File: src/rtl/ex_mem_buffer_pkg.sv
// Shared LC-3b pipeline types used by the EX/MEM buffer: the word and
// register-index types, the control word that travels with each
// instruction, the buffered payload record and the buffer state encoding.
package ex_mem_buffer_pkg;

    typedef logic [15:0] lc3b_word;
    typedef logic [2:0]  lc3b_reg;
    typedef logic [3:0]  lc3b_opcode;

    // Control word carried alongside each instruction through the pipe.
    typedef struct packed {
        lc3b_opcode opcode;
        logic       load_regfile;
        logic       load_cc;
        logic       mem_read;
        logic       mem_write;
    } lc3b_control_word;

    localparam int LC3B_CTRL_W = $bits(lc3b_control_word);

    // One EX result as held in either buffer slot.
    typedef struct packed {
        lc3b_word         pc;
        lc3b_word         alu;
        lc3b_word         br_addr;
        lc3b_word         store_data;
        lc3b_reg          dest;
        lc3b_control_word ctrl;
    } ex_mem_payload_t;

    // EMPTY: nothing held, HALF: main slot only, FULL: main and skid slots.
    typedef enum logic [1:0] {
        EMPTY = 2'd0,
        HALF  = 2'd1,
        FULL  = 2'd2
    } ex_mem_state_t;

endpackage

File: src/rtl/ex_mem_buffer_reg.sv
// Generic register with load enable and asynchronous active-low clear.
// Used for the main and skid payload slots of the EX/MEM buffer.
module ex_mem_buffer_reg #(
    parameter int WIDTH = 1
) (
    input  logic             clk,
    input  logic             rst_n,
    input  logic             load,
    input  logic [WIDTH-1:0] in,
    output logic [WIDTH-1:0] out
);

    logic [WIDTH-1:0] data_q;
    logic [WIDTH-1:0] data_d;

    // Capture the input when loaded, otherwise keep the stored value.
    always_comb begin
        data_d = data_q;
        if (load) begin
            data_d = in;
        end
    end

    // Storage flop; reset clears the slot to zero.
    always_ff @(posedge clk or negedge rst_n) begin
        if (!rst_n) begin
            data_q <= '0;
        end else begin
            data_q <= data_d;
        end
    end

    assign out = data_q;

endmodule

File: src/rtl/ex_mem_buffer.sv
// Two-entry skid buffer between the EX and MEM stages.
// The main slot drives out_*; the skid slot catches the one extra result
// EX may hand over in the cycle MEM stalls, so in_ready never depends
// combinationally on out_ready. flush empties the buffer (payload kept,
// state cleared). Defining EX_MEM_FWD_TAP_EN adds fwd_valid/fwd_dest/
// fwd_data, which expose the youngest buffered entry to forwarding logic.
module ex_mem_buffer
    import ex_mem_buffer_pkg::*;
#(
    parameter int DATA_W = 16,
    parameter int REG_W  = 3
) (
    input  logic                clk,
    input  logic                rst_n,
    input  logic                flush,
    input  logic                in_valid,
    output logic                in_ready,
    input  logic [DATA_W-1:0]   in_pc,
    input  logic [DATA_W-1:0]   in_alu,
    input  logic [DATA_W-1:0]   in_br_addr,
    input  logic [DATA_W-1:0]   in_store_data,
    input  logic [REG_W-1:0]    in_dest,
    input  lc3b_control_word    in_ctrl,
    output logic                out_valid,
    input  logic                out_ready,
    output logic [DATA_W-1:0]   out_pc,
    output logic [DATA_W-1:0]   out_alu,
    output logic [DATA_W-1:0]   out_br_addr,
    output logic [DATA_W-1:0]   out_store_data,
    output logic [REG_W-1:0]    out_dest,
    output lc3b_control_word    out_ctrl
`ifdef EX_MEM_FWD_TAP_EN
    ,
    output logic                fwd_valid,
    output logic [REG_W-1:0]    fwd_dest,
    output logic [DATA_W-1:0]   fwd_data
`endif
);

    // Flat payload layout, MSB to LSB: pc, alu, br_addr, store_data, dest, ctrl.
    localparam int CTRL_W    = $bits(lc3b_control_word);
    localparam int PAYLOAD_W = 4 * DATA_W + REG_W + CTRL_W;

    ex_mem_state_t          state_q;
    ex_mem_state_t          state_d;
    logic                   out_valid_q;
    logic                   out_valid_d;
    logic                   in_ready_q;
    logic                   in_ready_d;

    logic                   acc;
    logic                   dq;
    logic                   main_load;
    logic                   skid_load;
    logic                   main_from_skid;

    logic [PAYLOAD_W-1:0]   in_payload;
    logic [PAYLOAD_W-1:0]   main_in;
    logic [PAYLOAD_W-1:0]   main_q;
    logic [PAYLOAD_W-1:0]   skid_q;

    assign acc = in_valid & in_ready_q;
    assign dq  = out_valid_q & out_ready;

    assign in_payload = {in_pc, in_alu, in_br_addr, in_store_data, in_dest, in_ctrl};
    assign main_in    = main_from_skid ? skid_q : in_payload;

    // Next-state and slot-load decode; flush overrides every transfer.
    always_comb begin
        state_d        = state_q;
        main_load      = 1'b0;
        skid_load      = 1'b0;
        main_from_skid = 1'b0;
        if (flush) begin
            state_d = EMPTY;
        end else begin
            case (state_q)
                EMPTY: begin
                    if (acc) begin
                        state_d   = HALF;
                        main_load = 1'b1;
                    end
                end
                HALF: begin
                    if (acc && dq) begin
                        main_load = 1'b1;
                    end else if (acc) begin
                        state_d   = FULL;
                        skid_load = 1'b1;
                    end else if (dq) begin
                        state_d   = EMPTY;
                    end
                end
                FULL: begin
                    // in_ready is low here, so only a dequeue can happen.
                    if (dq) begin
                        state_d        = HALF;
                        main_load      = 1'b1;
                        main_from_skid = 1'b1;
                    end
                end
                default: begin
                    state_d = EMPTY;
                end
            endcase
        end
        out_valid_d = (state_d != EMPTY);
        in_ready_d  = (state_d != FULL);
    end

    // Buffer FSM with registered handshake outputs.
    always_ff @(posedge clk or negedge rst_n) begin
        if (!rst_n) begin
            state_q     <= EMPTY;
            out_valid_q <= 1'b0;
            in_ready_q  <= 1'b1;
        end else begin
            state_q     <= state_d;
            out_valid_q <= out_valid_d;
            in_ready_q  <= in_ready_d;
        end
    end

    ex_mem_buffer_reg #(
        .WIDTH (PAYLOAD_W)
    ) u_main_reg (
        .clk   (clk),
        .rst_n (rst_n),
        .load  (main_load),
        .in    (main_in),
        .out   (main_q)
    );

    ex_mem_buffer_reg #(
        .WIDTH (PAYLOAD_W)
    ) u_skid_reg (
        .clk   (clk),
        .rst_n (rst_n),
        .load  (skid_load),
        .in    (in_payload),
        .out   (skid_q)
    );

    assign out_valid = out_valid_q;
    assign in_ready  = in_ready_q;
    assign {out_pc, out_alu, out_br_addr, out_store_data, out_dest, out_ctrl} = main_q;

`ifdef EX_MEM_FWD_TAP_EN
    logic [PAYLOAD_W-1:0]   young;
    lc3b_control_word       young_ctrl;

    // Youngest held entry for forwarding: skid when FULL, main otherwise.
    always_comb begin
        young      = (state_q == FULL) ? skid_q : main_q;
        young_ctrl = lc3b_control_word'(young[CTRL_W-1:0]);
        fwd_valid  = (state_q != EMPTY) && !flush && young_ctrl.load_regfile;
        fwd_dest   = young[CTRL_W +: REG_W];
        fwd_data   = young[CTRL_W + REG_W + 2 * DATA_W +: DATA_W];
    end
`endif

endmodule

File: config.mk
export PLATFORM = sky130hd
export DESIGN_NAME = ex_mem_buffer
export DESIGN_NICKNAME = d
export VERILOG_FILES = /design/src/rtl/ex_mem_buffer_pkg.sv /design/src/rtl/ex_mem_buffer_reg.sv /design/src/rtl/ex_mem_buffer.sv
export SDC_FILE = /design/constraint.sdc
export NUM_CORES = 1
export LEC_CHECK = 0
export BUFFER_PORTS_ARGS = -buffer_cell sky130_fd_sc_hd__clkbuf_2
export CAP_MARGIN = 10
export CORE_MARGIN = 2
export CORE_UTILIZATION = 54
export DETAILED_ROUTE_END_ITERATION = 12
export HOLD_SLACK_MARGIN = 0.05
export PLACE_DENSITY = 0.78
export SYNTH_ARGS = -nofsm -noshare
export SYNTH_HDL_FRONTEND = slang
export SYNTH_SLANG_ARGS = --single-unit
File: constraint.sdc
create_clock -name clk -period 2.3 [get_ports clk]
set_clock_uncertainty 0.2 [all_clocks]
set_input_delay 0.115 -clock clk [delete_from_list [all_inputs] [get_ports clk]]
set_output_delay 0.115 -clock clk [all_outputs]
set_load 0.02 [all_outputs]
==> flow_metrics.py, run 1 <==
metrics = {
    "setup_path": {
        "cp.required_ps": 2390,
        "r2r_end": "u_main_reg.out[34]",
        "rr_worst_depth": 5,
        "r2r_slack_ps": 130,
        "timing.rr.start": "in_ready",
        "startpoint_type": "flip-flop",
        "endpoint_kind": "flip-flop",
        "crit_arrival_ps": 2260,
        "crit_fanout": 44,
        "path_class": "reg2reg",
    },
    "synth": {
        "ys_warn_count": 0,
        "synth_top_area_share_pct": 55.3,
        "synth_top_area_cell": "dfrtp_1",
        "synth_nets": 503,
        "ys_seq_elements": 154,
        "async_flop_share_pct": 100,
        "synth_edf_count": 0,
        "yosysMostFrequentCell": "mux2_2",
        "postSynthAreaPerCell_um2": 16.4,
        "synth-main-ff-cell": "dfrtp_1",
        "ys_seq_area_share_pct": 55.6,
        "syn_area_um2": 6930,
        "synth_cell_types": 21,
        "synth.area.top_cells": "dfrtp_1 55%, mux2_2 28%, mux2_4 11%",
        "syn-instance-count": 423,
        "synthTopCellsByCount": "175 x mux2_2, 153 x dfrtp_1, 50 x mux2_4",
    },
    "power_and_ir_drop": {
        "power_density_nw_per_um2": 1010,
        "p_leak_nw": 4.36,
        "peakVddDrop_uv": 703,
    },
    "run": {
        "maxCapViolations": 0,
    },
    "placed_design": {
        "port_buffers": 156,
        "dpl_cell_area_um2": 7900,
        "dp_hpwl_um": 9140,
        "place_congestion": 0.725,
    },
    "sta": {
        "worstMarginPinSlew_ps": 563,
        "hold_viol": 0,
        "fin_setup_tns_ps": 0,
        "relSlewSlack_pct": 62.4,
        "slew_violations": 0,
        "finalCritPeriodShare_pct": 94.3,
        "setup_violations": 0,
        "fin_crit_ps": 2170,
        "fmax_ghz": 0.461,
        "grt_setup_unrepaired": "no",
    },
    "detailed_routing": {
        "routed_wirelength_um": 14800,
        "vias": 4381,
        "vias_per_cell": 5.17,
        "drt-initial-drc-count": 226,
        "dr.pass1.iters": 4,
        "drc": 0,
        "ant_nets": 0,
        "wl_per_cell_um": 17.5,
    },
    "worst_hold_path": {
        "hp-class": "in2async",
    },
    "clock_tree": {
        "clock_latency_ps": 410,
        "post_cts_buffers": 0,
        "path_clk_slew_ps": 60,
        "cts_buffer_depth": 2,
        "numCtsBuffers": 17,
        "cts_tree": "done",
        "h-tree-depth": 4,
        "clock-sinks": 154,
        "clock-root-buffer": "clkbuf_16",
    },
    "finish": {
        "design_area_um2": 9240,
        "nFillCells": 821,
        "final_nets": 745,
        "area_growth_pct": 33.4,
        "multiInputGateArea_um2": 2860,
        "regArea_um2": 3850,
        "drive_gt1_share_pct": 62.2,
        "antennaDiodeCount": 0,
    },
    "global_route": {
        "first_global_vias": 4799,
        "grt_max_degree": 61,
        "grt_pass1_wl_um": 23500,
        "grtUsageTotal_pct": 22.4,
        "grt_overflow": 0,
        "antenna_found_initial": 0,
    },
    "floorplanning": {
        "core_area_um2": 12600,
        "fp.dieW_um": 117,
        "initial_core_util_pct": 55.1,
        "die_h_um": 117,
        "die_area_um2": 13800,
        "io_pins": 157,
        "rows": 41,
    },
    "outcome": {
        "run_status": "complete, no violations",
    },
}
[registers in the layout (all words and copies together) (netlist names)]
register	count
out_valid	1
state_q	2
u_skid_reg.out	75
u_main_reg.out	75
in_ready	1
[cell families (layout without fill, tap and decap cells)]
| group | after synthesis | after routing | share of synthesized area (%) |
|---|---|---|---|
| muxes | 225 | 225 | 39.3 |
| DFF | 154 | 154 | 55.6 |
| buffers and inverters | 24 | 276 | 3.25 |
| and+or+nand+nor | 12 | 12 | 0.957 |
| AOI/OAI and AO/OA | 8 | 8 | 0.885 |
[worst max-delay path by stage]
stage,slack (ps),cells after the start,endpoint,from
after floorplan,190,5,u_skid_reg.out[24],in_ready
after global placement,190,5,u_main_reg.out[27],in_ready
after detailed placement,150,5,u_main_reg.out[34],in_ready
after CTS,140,5,u_main_reg.out[34],in_ready
after global routing,60,5,u_main_reg.out[31],in_ready
final,130,5,u_main_reg.out[34],in_ready
[per-stage QoR]
stage          power, mW  cells  util (%)  setup slack, ps  hold slack, ps
3_3_place_gp        6.55    737      62.8              190           -77.6
6_report            9.34    847      73.5              132            56.5
5_1_grt             9.82    847      73.5             56.4            99.8
4_1_cts             9.41    847      73.5              135            70.8
2_1_floorplan       5.85    423         -              187            -381
3_5_place_dp        6.72    737      62.8              152           -64.5
[power breakdown]
| part | total, mW | switching [mW] | internal (mW) |
|---|---|---|---|
| Sequential | 4.21 | 0.537 | 3.67 |
| Clock | 2.53 | 1.00 | 1.53 |
| Combinational | 2.60 | 1.16 | 1.43 |
| Total | 9.34 | 2.70 | 6.64 |
[routing by layer]
metal / global-route usage (%) / wire length (um)
met5: 0 / 0
met4: 5.80 / 129
met3: 7.21 / 808
met2: 37.8 / 7500
met1: 28.0 / 6360
[layout by cell type (no fill, tap or decap), drive strengths merged]
master,instances
a21o,2
a21oi,3
a221o,1
a221oi,1
buf,11
clkbuf,182
clkinv,2
dfrtp,153
dfstp,1
dlygate4sd3,81
mux2,225
nand2,4
nand2b,1
nand3,1
nand4,1
nand4b,1
nor2,2
o31a,1
or2,1
or4,1
[cell type report]
class	instances	area share, %
Clock buffer	27	5.66
Clock inverter	2	0.108
Multi-Input combinational cell	245	31.0
Sequential cell	154	41.7
Tap cell	172	2.33
Timing Repair Buffer	247	19.2
[worst max-delay path, stage by stage, from the launching register on]
cell and delay, ps:
dfstp_2 530, nand2_1 110, o31a_1 300, a21oi_4 210
buf_12 290, mux2_2 380
[timing repair]
| action | 4_1_cts | 5_1_grt |
|---|---|---|
| hold endpoints to repair | 307 | 0 |
| hold buffers | 81 | 0 |
| gates resized for setup | 0 | 0 |
Power figures use the tool's default switching activity.
==> run 2: changes to the inputs <==
Settings changed: CELL_PAD_IN_SITES_DETAIL_PLACEMENT set to 1, CELL_PAD_IN_SITES_GLOBAL_PLACEMENT set to 2, CORE_UTILIZATION 54 to 34, PLACE_DENSITY 0.78 to 0.73.
Clock period 2.3 ns to 1.85 ns, I/O delays scaled along.
==> flow_metrics.py, run 2 (synthesized netlist as in run 1, its figures left out) <==
metrics = {
    "sta": {
        "worstMarginPinSlew_ps": 550,
        "grt_setup_unrepaired": "yes",
        "fin_setup_tns_ps": -32860,
        "hold_viol": 0,
        "slew_violations": 0,
        "fmax_ghz": 0.468,
        "fin_crit_ps": 2140,
        "finalCritPeriodShare_pct": 115,
        "setup_violations": 150,
        "setup_slack_ps": -286,
        "hold_ws_ps": 5.62,
        "relSlewSlack_pct": 63.3,
    },
    "finish": {
        "regArea_um2": 3860,
        "final_nets": 776,
        "fin_util_pct": 50.2,
        "final_cell_mix": "155 x clkbuf_2, 152 x dfrtp_1, 117 x mux2_2",
        "final_common_cell": "clkbuf_2",
        "final_cells": 979,
        "drive_gt1_share_pct": 64.9,
        "design_area_um2": 10100,
        "area_growth_pct": 45.7,
        "multiInputGateArea_um2": 3080,
        "antennaDiodeCount": 0,
        "nFillCells": 1985,
    },
    "detailed_routing": {
        "drc": 0,
        "vias": 4586,
        "wl_per_cell_um": 18.5,
        "vias_per_cell": 4.68,
        "ant_nets": 0,
        "routed_wirelength_um": 18100,
        "dr.pass1.iters": 4,
        "drt-initial-drc-count": 129,
    },
    "setup_path": {
        "crit_arrival_ps": 2230,
        "cp_slowest_cell": "dfrtp_1",
        "cp.required_ps": 1940,
        "crit_fanout": 22,
        "endpoint_kind": "flip-flop",
        "startpoint_type": "flip-flop",
        "path_class": "reg2reg",
        "max_stage_delay_ps": 400,
        "cp_cell_sequence": "nand4b_1 > nor2_4 > buf_4 > buf_12 > mux2_2 > mux2_4",
    },
    "power_and_ir_drop": {
        "peakVddDrop_uv": 558,
        "power_density_nw_per_um2": 1230,
        "finalPower_mw": 12.4,
        "p_leak_nw": 4.83,
    },
    "global_route": {
        "grt_overflow": 0,
        "grt.busiest_layer": "met2",
        "grt_pass1_wl_um": 28800,
        "antenna_found_initial": 0,
        "grtUsageTotal_pct": 17.0,
        "grtUsageMet1_pct": 22.2,
        "grt_max_degree": 54,
        "grt.met3_usage_pct": 5.00,
        "first_global_vias": 5189,
        "met2_usage_pct": 28.3,
    },
    "placed_design": {
        "place_congestion": 0.733,
        "port_buffers": 156,
        "dp_hpwl_um": 11400,
        "dpl_cell_area_um2": 8420,
        "placed_cells": 853,
        "post-place-ws_ps": -257,
    },
    "clock_tree": {
        "clock-root-buffer": "clkbuf_16",
        "numCtsBuffers": 17,
        "cts_tree": "done",
        "cts_buffer_depth": 2,
        "clock_latency_ps": 410,
        "path_clk_slew_ps": 60,
        "clock-sinks": 154,
        "h-tree-depth": 4,
    },
    "floorplanning": {
        "core_area_um2": 20100,
        "fp.dieW_um": 147,
        "rows": 52,
        "io_pins": 157,
        "die_area_um2": 21500,
        "initial_core_util_pct": 34.5,
        "die_h_um": 147,
    },
    "outcome": {
        "run_status": "complete, but fails checks",
        "violations": "setup timing",
    },
    "worst_hold_path": {
        "hp-class": "in2reg",
    },
    "run": {
        "maxCapViolations": 0,
    },
}
## run 2: routing by layer
metal	share of wire (%)	vias to the layer above
li1	-	2080
met1	45	2373
met2	49	125
met3	5.2	8
met4	0.52	0
met5	0	-
## run 2: cell type report
| class | instances | share of cell area [%] |
|---|---|---|
| sequential | 154 | 38.2 |
| multi-input combinational | 245 | 30.5 |
| timing repair buffer | 278 | 21.9 |
| clock buffer | 21 | 4.56 |
| tap | 270 | 3.35 |
| clock inverter | 11 | 1.44 |
## run 2: worst paths after layout
kind,start,to,slack (ps),depth (start not counted)
min in group asynchronous,rst_n,u_main_reg.out[45],560,3
max in group asynchronous,rst_n,u_main_reg.out[74],220,4
worst max-delay path,state_q[0],u_main_reg.out[38],-290,6
worst min register to register,u_skid_reg.out[11],u_skid_reg.out[11],300,1
worst max register to register,state_q[0],u_main_reg.out[38],-290,6
worst min-delay path,in_valid,state_q[0],6,4
## run 2: what timing repair did
action,CTS,global route
endpoints found under the hold margin,308,3
pin swaps,0,2
endpoints found under the setup margin,150,150
setup buffers,3,5
resized for setup,13,2
hold buffers,78,1
cloned,2,5
## run 2: power by group
| part | leakage [nW] | switching (mW) | internal (mW) | total (mW) |
|---|---|---|---|---|
| registers | 1.84 | 0.714 | 4.57 | 5.28 |
| logic | 2.70 | 1.52 | 2.07 | 3.58 |
| clock network | 0.289 | 1.38 | 2.19 | 3.57 |
## run 2: critical path: cells and delay by family, from the launching register on
family | cells | cell delay, ps
flops | 1 | 400
simple gates | 2 | 430
mux | 2 | 640
buf+inv | 2 | 340
